$ cat config.mk
export PLATFORM = sky130hd
export DESIGN_NAME = cu_fsm_flat
export DESIGN_NICKNAME = d
export VERILOG_FILES = /design/src/rtl/cu_pkg.sv /design/src/rtl/cu_if.sv /design/src/rtl/cu_decode.sv /design/src/rtl/cu_fsm.sv /design/src/flat_wrapper.sv
export SDC_FILE = /design/constraint.sdc
export NUM_CORES = 1
export LEC_CHECK = 0
export ABC_AREA = 1
export CORE_AREA = 3 3 40 42
export DETAILED_ROUTE_END_ITERATION = 6
export DIE_AREA = 0 0 43 45
export DONT_BUFFER_PORTS = 1
export HOLD_SLACK_MARGIN = 0.02
export PLACE_DENSITY = 0.37
export SLEW_MARGIN = 20
export SYNTH_ARGS = -nofsm -noshare
export SYNTH_HDL_FRONTEND = slang
export SYNTH_SLANG_ARGS = --single-unit
$ cat constraint.sdc
create_clock -name clk -period 1.1 [get_ports clk]
set_input_delay 0.11 -clock clk [delete_from_list [all_inputs] [get_ports clk]]
set_output_delay 0.11 -clock clk [all_outputs]
set_load 0.03 [all_outputs]
$ cat src/rtl/cu_pkg.sv
// Shared definitions for the accumulator-CPU control unit: widths, opcodes,
// FSM state encoding, mux select codes and the decoded control word.
package cu_pkg;

    localparam int unsigned PC_W   = 6;  // program address width (64-word RAM)
    localparam int unsigned RA_W   = 3;  // general-register address width
    localparam int unsigned OP_W   = 4;  // opcode width, IR[15:12]
    localparam int unsigned ASEL_W = 2;  // accumulator input mux select width

    localparam logic [OP_W-1:0] OP_NOP  = 4'h0;
    localparam logic [OP_W-1:0] OP_LDR  = 4'h1;
    localparam logic [OP_W-1:0] OP_LDA  = 4'h4;
    localparam logic [OP_W-1:0] OP_ADD  = 4'h5;
    localparam logic [OP_W-1:0] OP_STA  = 4'h6;
    localparam logic [OP_W-1:0] OP_SUB  = 4'h7;
    localparam logic [OP_W-1:0] OP_JMP  = 4'h8;
    localparam logic [OP_W-1:0] OP_JZ   = 4'h9;
    localparam logic [OP_W-1:0] OP_JPOS = 4'hA;
    localparam logic [OP_W-1:0] OP_STR  = 4'hE;
    localparam logic [OP_W-1:0] OP_HALT = 4'hF;

    typedef enum logic [2:0] {
        ST_INIT    = 3'd0,
        ST_FETCH   = 3'd1,
        ST_FETCH_W = 3'd2,
        ST_DECODE  = 3'd3,
        ST_EXEC    = 3'd4,
        ST_HALT    = 3'd5
    } state_e;

    localparam logic [ASEL_W-1:0] ASEL_MEM = 2'd0;
    localparam logic [ASEL_W-1:0] ASEL_REG = 2'd1;
    localparam logic [ASEL_W-1:0] ASEL_ALU = 2'd2;

    localparam logic PC_SEL_INC  = 1'b0;
    localparam logic PC_SEL_IR   = 1'b1;
    localparam logic ADDR_SEL_PC = 1'b0;
    localparam logic ADDR_SEL_IR = 1'b1;

    // Per-opcode control word; the FSM decides in which state each bit acts.
    typedef struct packed {
        logic              legal;
        logic              mem_rd;
        logic              mem_wr;
        logic              reg_wr;
        logic              jmp;
        logic              jz;
        logic              jpos;
        logic              halt;
        logic              exec;    // needs an EXEC cycle to load A
        logic [ASEL_W-1:0] a_sel;
        logic              sub;
    } ctrl_t;

endpackage

$ cat src/rtl/cu_if.sv
// Control-unit <-> datapath bundle.
//   master (control unit): drives strobes/selects, reads IR high byte and A flags.
//   slave  (datapath):     the reverse.
interface cu_if;
    logic [2*cu_pkg::OP_W-1:0]   ir158;
    logic                        apos;
    logic                        aeq0;
    logic                        clear;
    logic                        ir_load;
    logic                        pc_load;
    logic                        pc_sel;
    logic                        addr_sel;
    logic                        mem_we;
    logic                        reg_we;
    logic                        a_load;
    logic [cu_pkg::ASEL_W-1:0]   a_sel;
    logic                        sub;
    logic                        instr_done;
    logic                        halted;
    logic                        illegal;

    modport master (
        input  ir158, apos, aeq0,
        output clear, ir_load, pc_load, pc_sel, addr_sel, mem_we, reg_we,
               a_load, a_sel, sub, instr_done, halted, illegal
    );

    modport slave (
        output ir158, apos, aeq0,
        input  clear, ir_load, pc_load, pc_sel, addr_sel, mem_we, reg_we,
               a_load, a_sel, sub, instr_done, halted, illegal
    );
endinterface

$ cat src/rtl/cu_decode.sv
// Combinational opcode -> control-word lookup.
//   op     : opcode from IR[15:12]
//   ctrl_c : decoded control word (legal=0 for undefined opcodes, else NOP-like)
module cu_decode
    import cu_pkg::*;
(
    input  logic [OP_W-1:0] op,
    output ctrl_t           ctrl_c
);

    always_comb begin
        ctrl_c       = '0;
        ctrl_c.legal = 1'b1;
        case (op)
            OP_NOP:  ;
            OP_LDR:  begin ctrl_c.exec = 1'b1; ctrl_c.a_sel = ASEL_REG; end
            OP_LDA:  begin ctrl_c.mem_rd = 1'b1; ctrl_c.exec = 1'b1; ctrl_c.a_sel = ASEL_MEM; end
            OP_ADD:  begin ctrl_c.mem_rd = 1'b1; ctrl_c.exec = 1'b1; ctrl_c.a_sel = ASEL_ALU; end
            OP_SUB:  begin
                ctrl_c.mem_rd = 1'b1;
                ctrl_c.exec   = 1'b1;
                ctrl_c.a_sel  = ASEL_ALU;
                ctrl_c.sub    = 1'b1;
            end
            OP_STA:  ctrl_c.mem_wr = 1'b1;
            OP_STR:  ctrl_c.reg_wr = 1'b1;
            OP_JMP:  ctrl_c.jmp    = 1'b1;
            OP_JZ:   ctrl_c.jz     = 1'b1;
            OP_JPOS: ctrl_c.jpos   = 1'b1;
            OP_HALT: ctrl_c.halt   = 1'b1;
            default: ctrl_c.legal  = 1'b0;
        endcase
    end

endmodule

$ cat src/rtl/cu_fsm.sv
// Control unit FSM for the accumulator CPU: INIT -> FETCH -> FETCH_W -> DECODE
// [-> EXEC] -> FETCH, plus a terminal HALT left only through reset_n.
//   clk, reset_n : clock, asynchronous active-low reset
//   step         : (only with CU_SINGLE_STEP_EN) FETCH waits until step is high
//   bus          : cu_if.master -- IR high byte and A flags in; strobes, selects,
//                  instr_done, halted and the sticky illegal flag out
// Strobes are decoded from the registered state and ir158/A-flags only, so
// nothing depends combinationally on memory read data.
module cu_fsm
    import cu_pkg::*;
(
    input  logic  clk,
    input  logic  reset_n,
`ifdef CU_SINGLE_STEP_EN
    input  logic  step,
`endif
    cu_if.master  bus
);

    state_e          state_q, state_d;
    logic            illegal_q, illegal_d;
    ctrl_t           ctrl_c;
    logic [OP_W-1:0] op_c;
    logic            step_ok_c;
    logic            jump_c;
    logic [RA_W:0]   unused_ir_lo;

    assign op_c         = bus.ir158[2*OP_W-1:OP_W];
    // Register index and bit 3 are consumed by the register file, not here.
    assign unused_ir_lo = bus.ir158[RA_W:0];

`ifdef CU_SINGLE_STEP_EN
    assign step_ok_c = step;
`else
    assign step_ok_c = 1'b1;
`endif

    cu_decode u_decode (
        .op     (op_c),
        .ctrl_c (ctrl_c)
    );

    // Flags come from A as left by the previous instruction.
    assign jump_c = ctrl_c.jmp | (ctrl_c.jz & bus.aeq0) | (ctrl_c.jpos & bus.apos);

    // State and sticky illegal flag
    always_ff @(posedge clk or negedge reset_n) begin
        if (!reset_n) begin
            state_q   <= ST_INIT;
            illegal_q <= 1'b0;
        end else begin
            state_q   <= state_d;
            illegal_q <= illegal_d;
        end
    end

    // Next state
    always_comb begin
        state_d   = state_q;
        illegal_d = illegal_q;
        case (state_q)
            ST_INIT:    state_d = ST_FETCH;
            ST_FETCH:   if (step_ok_c) state_d = ST_FETCH_W;
            ST_FETCH_W: state_d = ST_DECODE;
            ST_DECODE: begin
                if (!ctrl_c.legal) illegal_d = 1'b1;
                if (ctrl_c.halt)      state_d = ST_HALT;
                else if (ctrl_c.exec) state_d = ST_EXEC;
                else                  state_d = ST_FETCH;
            end
            ST_EXEC:    state_d = ST_FETCH;
            ST_HALT:    state_d = ST_HALT;
            default:    state_d = ST_INIT;
        endcase
    end

    // Outputs
    always_comb begin
        bus.clear      = 1'b0;
        bus.ir_load    = 1'b0;
        bus.pc_load    = 1'b0;
        bus.pc_sel     = PC_SEL_INC;
        bus.addr_sel   = ADDR_SEL_PC;
        bus.mem_we     = 1'b0;
        bus.reg_we     = 1'b0;
        bus.a_load     = 1'b0;
        bus.a_sel      = ASEL_MEM;
        bus.sub        = 1'b0;
        bus.instr_done = 1'b0;
        bus.halted     = 1'b0;
        case (state_q)
            ST_INIT:  bus.clear = 1'b1;
            ST_FETCH: ;  // RAM captures M[PC] with addr_sel=PC, we=0
            ST_FETCH_W: begin
                bus.ir_load = 1'b1;
                bus.pc_load = 1'b1;
                bus.pc_sel  = PC_SEL_INC;
            end
            ST_DECODE: begin
                if (ctrl_c.mem_rd || ctrl_c.mem_wr) bus.addr_sel = ADDR_SEL_IR;
                bus.mem_we = ctrl_c.mem_wr;
                bus.reg_we = ctrl_c.reg_wr;
                if (jump_c) begin
                    bus.pc_load = 1'b1;
                    bus.pc_sel  = PC_SEL_IR;
                end
                bus.instr_done = !ctrl_c.exec;
            end
            ST_EXEC: begin
                // Hold the RAM address so qout stays valid while A loads
                if (ctrl_c.mem_rd) bus.addr_sel = ADDR_SEL_IR;
                bus.a_load     = 1'b1;
                bus.a_sel      = ctrl_c.a_sel;
                bus.sub        = ctrl_c.sub;
                bus.instr_done = 1'b1;
            end
            ST_HALT:  bus.halted = 1'b1;
            default:  ;
        endcase
    end

    assign bus.illegal = illegal_q;

endmodule

$ cat src/flat_wrapper.sv
// flat-port wrapper written by rule: the top's interface ports become plain ports
module cu_fsm_flat import cu_pkg::*;
  (clk, reset_n, bus_ir158, bus_apos, bus_aeq0, bus_clear, bus_ir_load, bus_pc_load, bus_pc_sel, bus_addr_sel, bus_mem_we, bus_reg_we, bus_a_load, bus_a_sel, bus_sub, bus_instr_done, bus_halted, bus_illegal);
  cu_if bus_i ();
  input  logic clk;
  input  logic reset_n;
  input wire logic [$bits(bus_i.ir158)-1:0] bus_ir158;
  input wire logic [$bits(bus_i.apos)-1:0] bus_apos;
  input wire logic [$bits(bus_i.aeq0)-1:0] bus_aeq0;
  output wire logic [$bits(bus_i.clear)-1:0] bus_clear;
  output wire logic [$bits(bus_i.ir_load)-1:0] bus_ir_load;
  output wire logic [$bits(bus_i.pc_load)-1:0] bus_pc_load;
  output wire logic [$bits(bus_i.pc_sel)-1:0] bus_pc_sel;
  output wire logic [$bits(bus_i.addr_sel)-1:0] bus_addr_sel;
  output wire logic [$bits(bus_i.mem_we)-1:0] bus_mem_we;
  output wire logic [$bits(bus_i.reg_we)-1:0] bus_reg_we;
  output wire logic [$bits(bus_i.a_load)-1:0] bus_a_load;
  output wire logic [$bits(bus_i.a_sel)-1:0] bus_a_sel;
  output wire logic [$bits(bus_i.sub)-1:0] bus_sub;
  output wire logic [$bits(bus_i.instr_done)-1:0] bus_instr_done;
  output wire logic [$bits(bus_i.halted)-1:0] bus_halted;
  output wire logic [$bits(bus_i.illegal)-1:0] bus_illegal;
  assign bus_i.ir158 = bus_ir158;
  assign bus_i.apos = bus_apos;
  assign bus_i.aeq0 = bus_aeq0;
  assign bus_clear = bus_i.clear;
  assign bus_ir_load = bus_i.ir_load;
  assign bus_pc_load = bus_i.pc_load;
  assign bus_pc_sel = bus_i.pc_sel;
  assign bus_addr_sel = bus_i.addr_sel;
  assign bus_mem_we = bus_i.mem_we;
  assign bus_reg_we = bus_i.reg_we;
  assign bus_a_load = bus_i.a_load;
  assign bus_a_sel = bus_i.a_sel;
  assign bus_sub = bus_i.sub;
  assign bus_instr_done = bus_i.instr_done;
  assign bus_halted = bus_i.halted;
  assign bus_illegal = bus_i.illegal;
  cu_fsm u_core (.clk(clk), .reset_n(reset_n), .bus(bus_i));
endmodule
# After elaboration in Yosys (flattened, before gate mapping)
# Index checks and enable logic that the tools add are counted.
[word_totals] input_bits=12 word_cells=59 output_inout_bits=14 register_bits=4
[op_classes] reduce_logical=9 n_eq_ne=15 bitwise=5 mux=28
[op_table] op="4-bit == test, second input constant" count=5
[op_table] op="1-bit two-way mux" count=20
[op_table] op="4-bit by 3-bit == test with 1-bit output, second input constant" count=4
[op_table] op="3-bit one-hot mux with 5 select lines" count=1
[op_table] op="11-bit OR reduction" count=1
[op_table] op="3-bit one-hot mux with 3 select lines" count=1
[op_table] op="3-bit by 2-bit == test with 1-bit output, second input constant" count=2
[op_table] op="3-bit == test, second input constant" count=2
[op_table] op="3-bit two-way mux" count=2
[op_table] op="1-bit one-hot mux with 2 select lines" count=3
[op_table] op="4-bit by 1-bit == test with 1-bit output, second input constant" count=1
[op_table] op="4-bit logical NOT" count=1
[op_table] op="2-bit OR reduction" count=2
[op_table] op="3-bit by 1-bit == test with 1-bit output, second input constant" count=1
[op_table] op="3-bit logical NOT" count=1
[op_table] op="3-bit OR reduction" count=1
[op_table] op="1-bit AND" count=2
[op_table] op="2-bit two-way mux" count=1
[op_table] op="1-bit OR" count=2
[op_table] op="2-bit AND reduction" count=1
[op_table] op="1-bit logical NOT" count=1
[op_table] op="1-bit logical OR" count=1
[op_table] op="1-bit NOT" count=1

# Logic depth before layout (Yosys ltp)
[depth] word_depth=7 ltp_mapped=6 depth_no_buf=6

# By module
# From an unflattened synthesis, not the netlist that was laid out.
[unflattened] hier_cells=80 area_unflattened_um2=430.4
[by_module_without_submodules] module="cu_fsm" area_per_inst_um2=309.0 cells_per_inst=54 instances=1 seq_area_each_um2=100.1
[by_module_without_submodules] module="cu_decode" area_per_inst_um2=121.4 cells_per_inst=26 instances=1 seq_area_each_um2=0.0

# Worst setup path after synthesis
# OpenSTA, ideal clock, no wires.
[synth_path] kind="register to output" start="register u_core.state_q[0]" end="output bus_a_sel[1]" setup_slack_ns=-0.338 required_time_ns=0.990 path_stages_with_launch=4 t_arrival_ns=1.328 n_path_buf=0 path_cell_list="dfrtp_1 nor2_1 nand2_1 nor3_1"
[synth_via] elab_chain_cells=2
[synth_lines] item="from (decl)" line_no="cu_fsm.sv:20" rtl="state_e state_q, state_d;"
[synth_lines] item="from (signal assigned)" line_no="cu_fsm.sv:52" rtl="state_q <= state_d;"
[synth_lines] item="3-bit == test" line_no="cu_fsm.sv:91" rtl="case (state_q)"
[synth_lines] item="2-bit two-way mux" line_no="cu_fsm.sv:91"
[synth_lines] item="to (decl)" line_no="flat_wrapper.sv:18" rtl="output wire logic [$bits(bus_i.a_sel)-1:0] bus_a_sel;"
# No other way between the ends.

# Final worst setup path
[layout_path] start="register u_core.state_q[2]" end="output bus_addr_sel"
[layout_via] elab_chain_cells=2 elab_cells_between_ends=3 classes_between="eq/ne: 2; mux: 1"
[layout_lines] item="3-bit == test / 3-bit by 2-bit == test with 1-bit output (equally long branches)" line_no="cu_fsm.sv:91"
[layout_lines] item="1-bit one-hot mux with 2 select lines (*)" line_no="cu_fsm.sv:91"
[layout_lines] item="to (decl)" line_no="flat_wrapper.sv:14" rtl="output wire logic [$bits(bus_i.addr_sel)-1:0] bus_addr_sel;"
# Mark *: on every way between the ends. The rest lies on a longest branch, timed or not.

==> results by group <==
STA
  – Crit share post-route: 125%
  – Clock skew: approximately 2.5 ps
  – Final setup fails: 15
  – Smallest hold slack: roughly 94 ps
  – Worst-Margin Slew: 330 ps
  – Final Max Slew Viols: 0
  – Setup TNS: -2930 ps
  – Post-route worst setup slack: -270 ps
  – Final Hold Viols: 0
  – Fmax: approximately 0.73 GHz
  – Relative slew margins: 78.0%
  – Final Critical Period: 1370 ps
  – RSZ-0062 raised after global routing: yes

Route
  – Vias: between 400 and 500
  – # DRC: 0
  – Starting DRT DRC Count: 2
  – Routed wire length: ~1200 µm
  – DR WL/cell: 11.2 µm
  – Final ANT Viol Nets: 0
  – Vias per cell: ~4.6
  – Drt first pass iters: 3

Min path
  – Hold WC Path Type: primary input to flop
  – Hold Path Stages: 4
  – Min-delay src: bus_ir158[7]
  – WHS Endpoint: u_core.bus.illegal

Clock network
  – CTS H-tree lvls: 1
  – CTS tree: built
  – Clock root buffer master: clkbuf_4
  – Worst-skew pair later-pin latency: 230 ps
  – Worst-path clk slew: roughly 40 ps
  – Clock buffer depth: 2
  – CTS Sinks: 4
  – CTS buffer count: 3

Floorplan
  – Die area: 0.00194 mm²
  – Rows: 13
  – Total core area: 0.00128 mm²
  – Die height: between 40 and 50 µm
  – Die width: 43 µm
  – Io pins: 26
  – Initial Util: between 20 and 30%

Yosys
  – Compound-gate portion of the synthesized area: 8.83%
  – Xor and xnor area share after synthesis: 0%
  – Seq/Total Area, Yosys: between 20% and 30%
  – Post-synth top flop: dfrtp_1
  – Post-synthesis instance area: approximately 350 µm²
  – Syn Area/Cell: roughly 5.7 µm²
  – Yosys cell types: 13
  – Synth Register Bits: 4
  – Post-Synth Simple-Gate Area: between 50% and 60%
  – Post-Synth Adder-Cell Area: 0%
  – Largest family of logic cells by synthesized area: simple AND/OR/NAND/NOR gates
  – Asr flop ratio synth: between 90% and 100%
  – Syn nets: 74
  – Gate count of the mapped netlist: between 60 and 70
  – YS warnings: 0
  – Post-synthesis mux area share: 0%
  – Number of flops mapped to enable cells by yosys: 0

Layout
  – Non-Filler Instances: about 100
  – Fillers: between 100 and 150
  – Design area: 769 µm²
  – Area Growth Syn to Fin: 117%
  – Share of cells above drive strength 1: between 50% and 60%
  – Layout Utilization: 59.9%
  – Post-layout nets: 103
  – Inserted Diodes: 0

Placed design
  – Dpl hpwl: 947 µm
  – DP Area: 608 µm²
  – Pre-CTS setup slack: -66.0 ps
  – # port buffers: 0
  – GP Congestion: ~0.76
  – Placed insts: 94

Outcome
  – Failing checks: setup timing
  – Status: finished with violations

Worst setup path
  – Kind of critical path: flop to primary output
  – CP arrival: 1260 ps
  – CP dominant cell by count: buf_6
  – Worst Path Max Fanout: 4
  – Slowest stage cell on the critical path: dfrtp_2
  – R2R depth: 7
  – Crit path cell chain: inv_2 > nand3_2 > buf_6 > o22ai_4 > buf_6
  – Top delay family on crit path: flip-flops
  – Startpoint Class: flop
  – Reg2reg start: u_core.state_q[0]
  – Largest stage delay on the critical path: around 430 ps
  – Crit Reg-Reg Endpoint: u_core.state_q[2]
  – Data required, critical path: 990 ps
  – R2R Setup Slk: -110 ps
  – CP Buf/Inv Count: 3
  – Worst Setup End Kind: primary output

Pwr
  – Pwr dens: ~2300 mW/mm²
  – Leak: approximately 0.39 nW
  – Overall Power: 1.79 mW
  – Worst IR drop on VDD: approximately 0.73 mV

Global route
  – Largest net degree at the start of global routing: 7
  – First-pass GRT wire length: ~1900 µm
  – Overall routing resource usage: 12.8%
  – Vias in the first global route: 470
  – Congestion Overflow GR: 0
  – Initial antenna violation count: 0

Job
  – Max-Cap Viols: 0
-- worst reg2reg max path: stages (launching register included) --
cell	delay, ps
dfrtp_2	420
buf_4	170
nand2_4	80
nor2_4	40
buf_4	120
buf_4	120
a21oi_1	100
nand2_1	60
-- cells by family (layout without fill, tap and decap cells) --
group	after synthesis	in the layout
compound gates	6	6
buf+inv	10	37
flops	4	4
simple gates	42	42
-- per-layer routing --
metal	global-route usage, %	wire [µm]
met1	12.4	406
met2	26.0	667
met3	2.39	88
met4	5.42	0
met5	0	0
-- synth_stat cells, types with 2 or more instances --
library cell / number / area [µm²]
nor3_1: 5 / 25.0
nand2_1: 23 / 86.3
o21ai_0: 2 / 10.0
nor2_1: 10 / 37.5
inv_1: 8 / 30.0
a21oi_1: 2 / 10.0
inv_2: 2 / 7.51
nand3_2: 2 / 20.0
dfrtp_1: 4 / 100
-- what timing repair did --
item	CTS	global route
hold buffers	1	0
setup endpoints to repair	13	16
gates resized for setup	14	9
buffers inserted	3	3
pin swaps	4	4
endpoints found under the hold margin	4	0
-- sequential cells by signal (all words and copies together) (netlist names) --
register            count
u_core.state_q          3
u_core.bus.illegal      1
-- placed cells by master (no fill, tap or decap), drive strengths merged --
cell,netlist,final
dfrtp,4,4
a21oi,2,2
nand3,2,2
o22ai,1,1
dlygate4sd3,0,1
inv,10,9
o21ai,3,3
nor2,11,11
clkbuf,0,3
nor3,6,6
buf,0,23
nand2,23,23
clkinvlp,0,1
-- report_power, final --
| part | total [mW] | internal [mW] | switching [mW] | leakage (nW) |
|---|---|---|---|---|
| registers | 0.278 | 0.208 | 0.0702 | 0.0424 |
| clock network | 0.179 | 0.122 | 0.0568 | 0.0138 |
| logic | 1.33 | 0.606 | 0.723 | 0.331 |
| total | 1.79 | 0.936 | 0.850 | 0.387 |
-- worst max path at each step --
| stage | from | to | slack (ps) | depth (start not counted) |
|---|---|---|---|---|
| final | u_core.state_q[2] | bus_addr_sel | -270 | 5 |
| after global routing | u_core.state_q[2] | bus_mem_we | -330 | 5 |
| after CTS | u_core.state_q[2] | bus_addr_sel | -280 | 5 |
| after detailed placement | u_core.state_q[2] | bus_addr_sel | -70 | 5 |
| after global placement | u_core.state_q[2] | bus_addr_sel | -50 | 5 |
| after floorplan | u_core.state_q[2] | bus_pc_sel | -120 | 5 |
-- area by class of cell --
| type | instances | area [µm²] | share of cell area, % |
|---|---|---|---|
| Sequential cell | 4 | 104 | 13.5 |
| Timing Repair Buffer | 24 | 254 | 33.0 |
| Multi-Input combinational cell | 48 | 322 | 41.8 |
| Clock buffer | 3 | 22.5 | 2.93 |
| Tap cell | 15 | 18.8 | 2.44 |
| Inverter | 10 | 48.8 | 6.34 |
No activity file was read; power rests on OpenSTA's default activity.
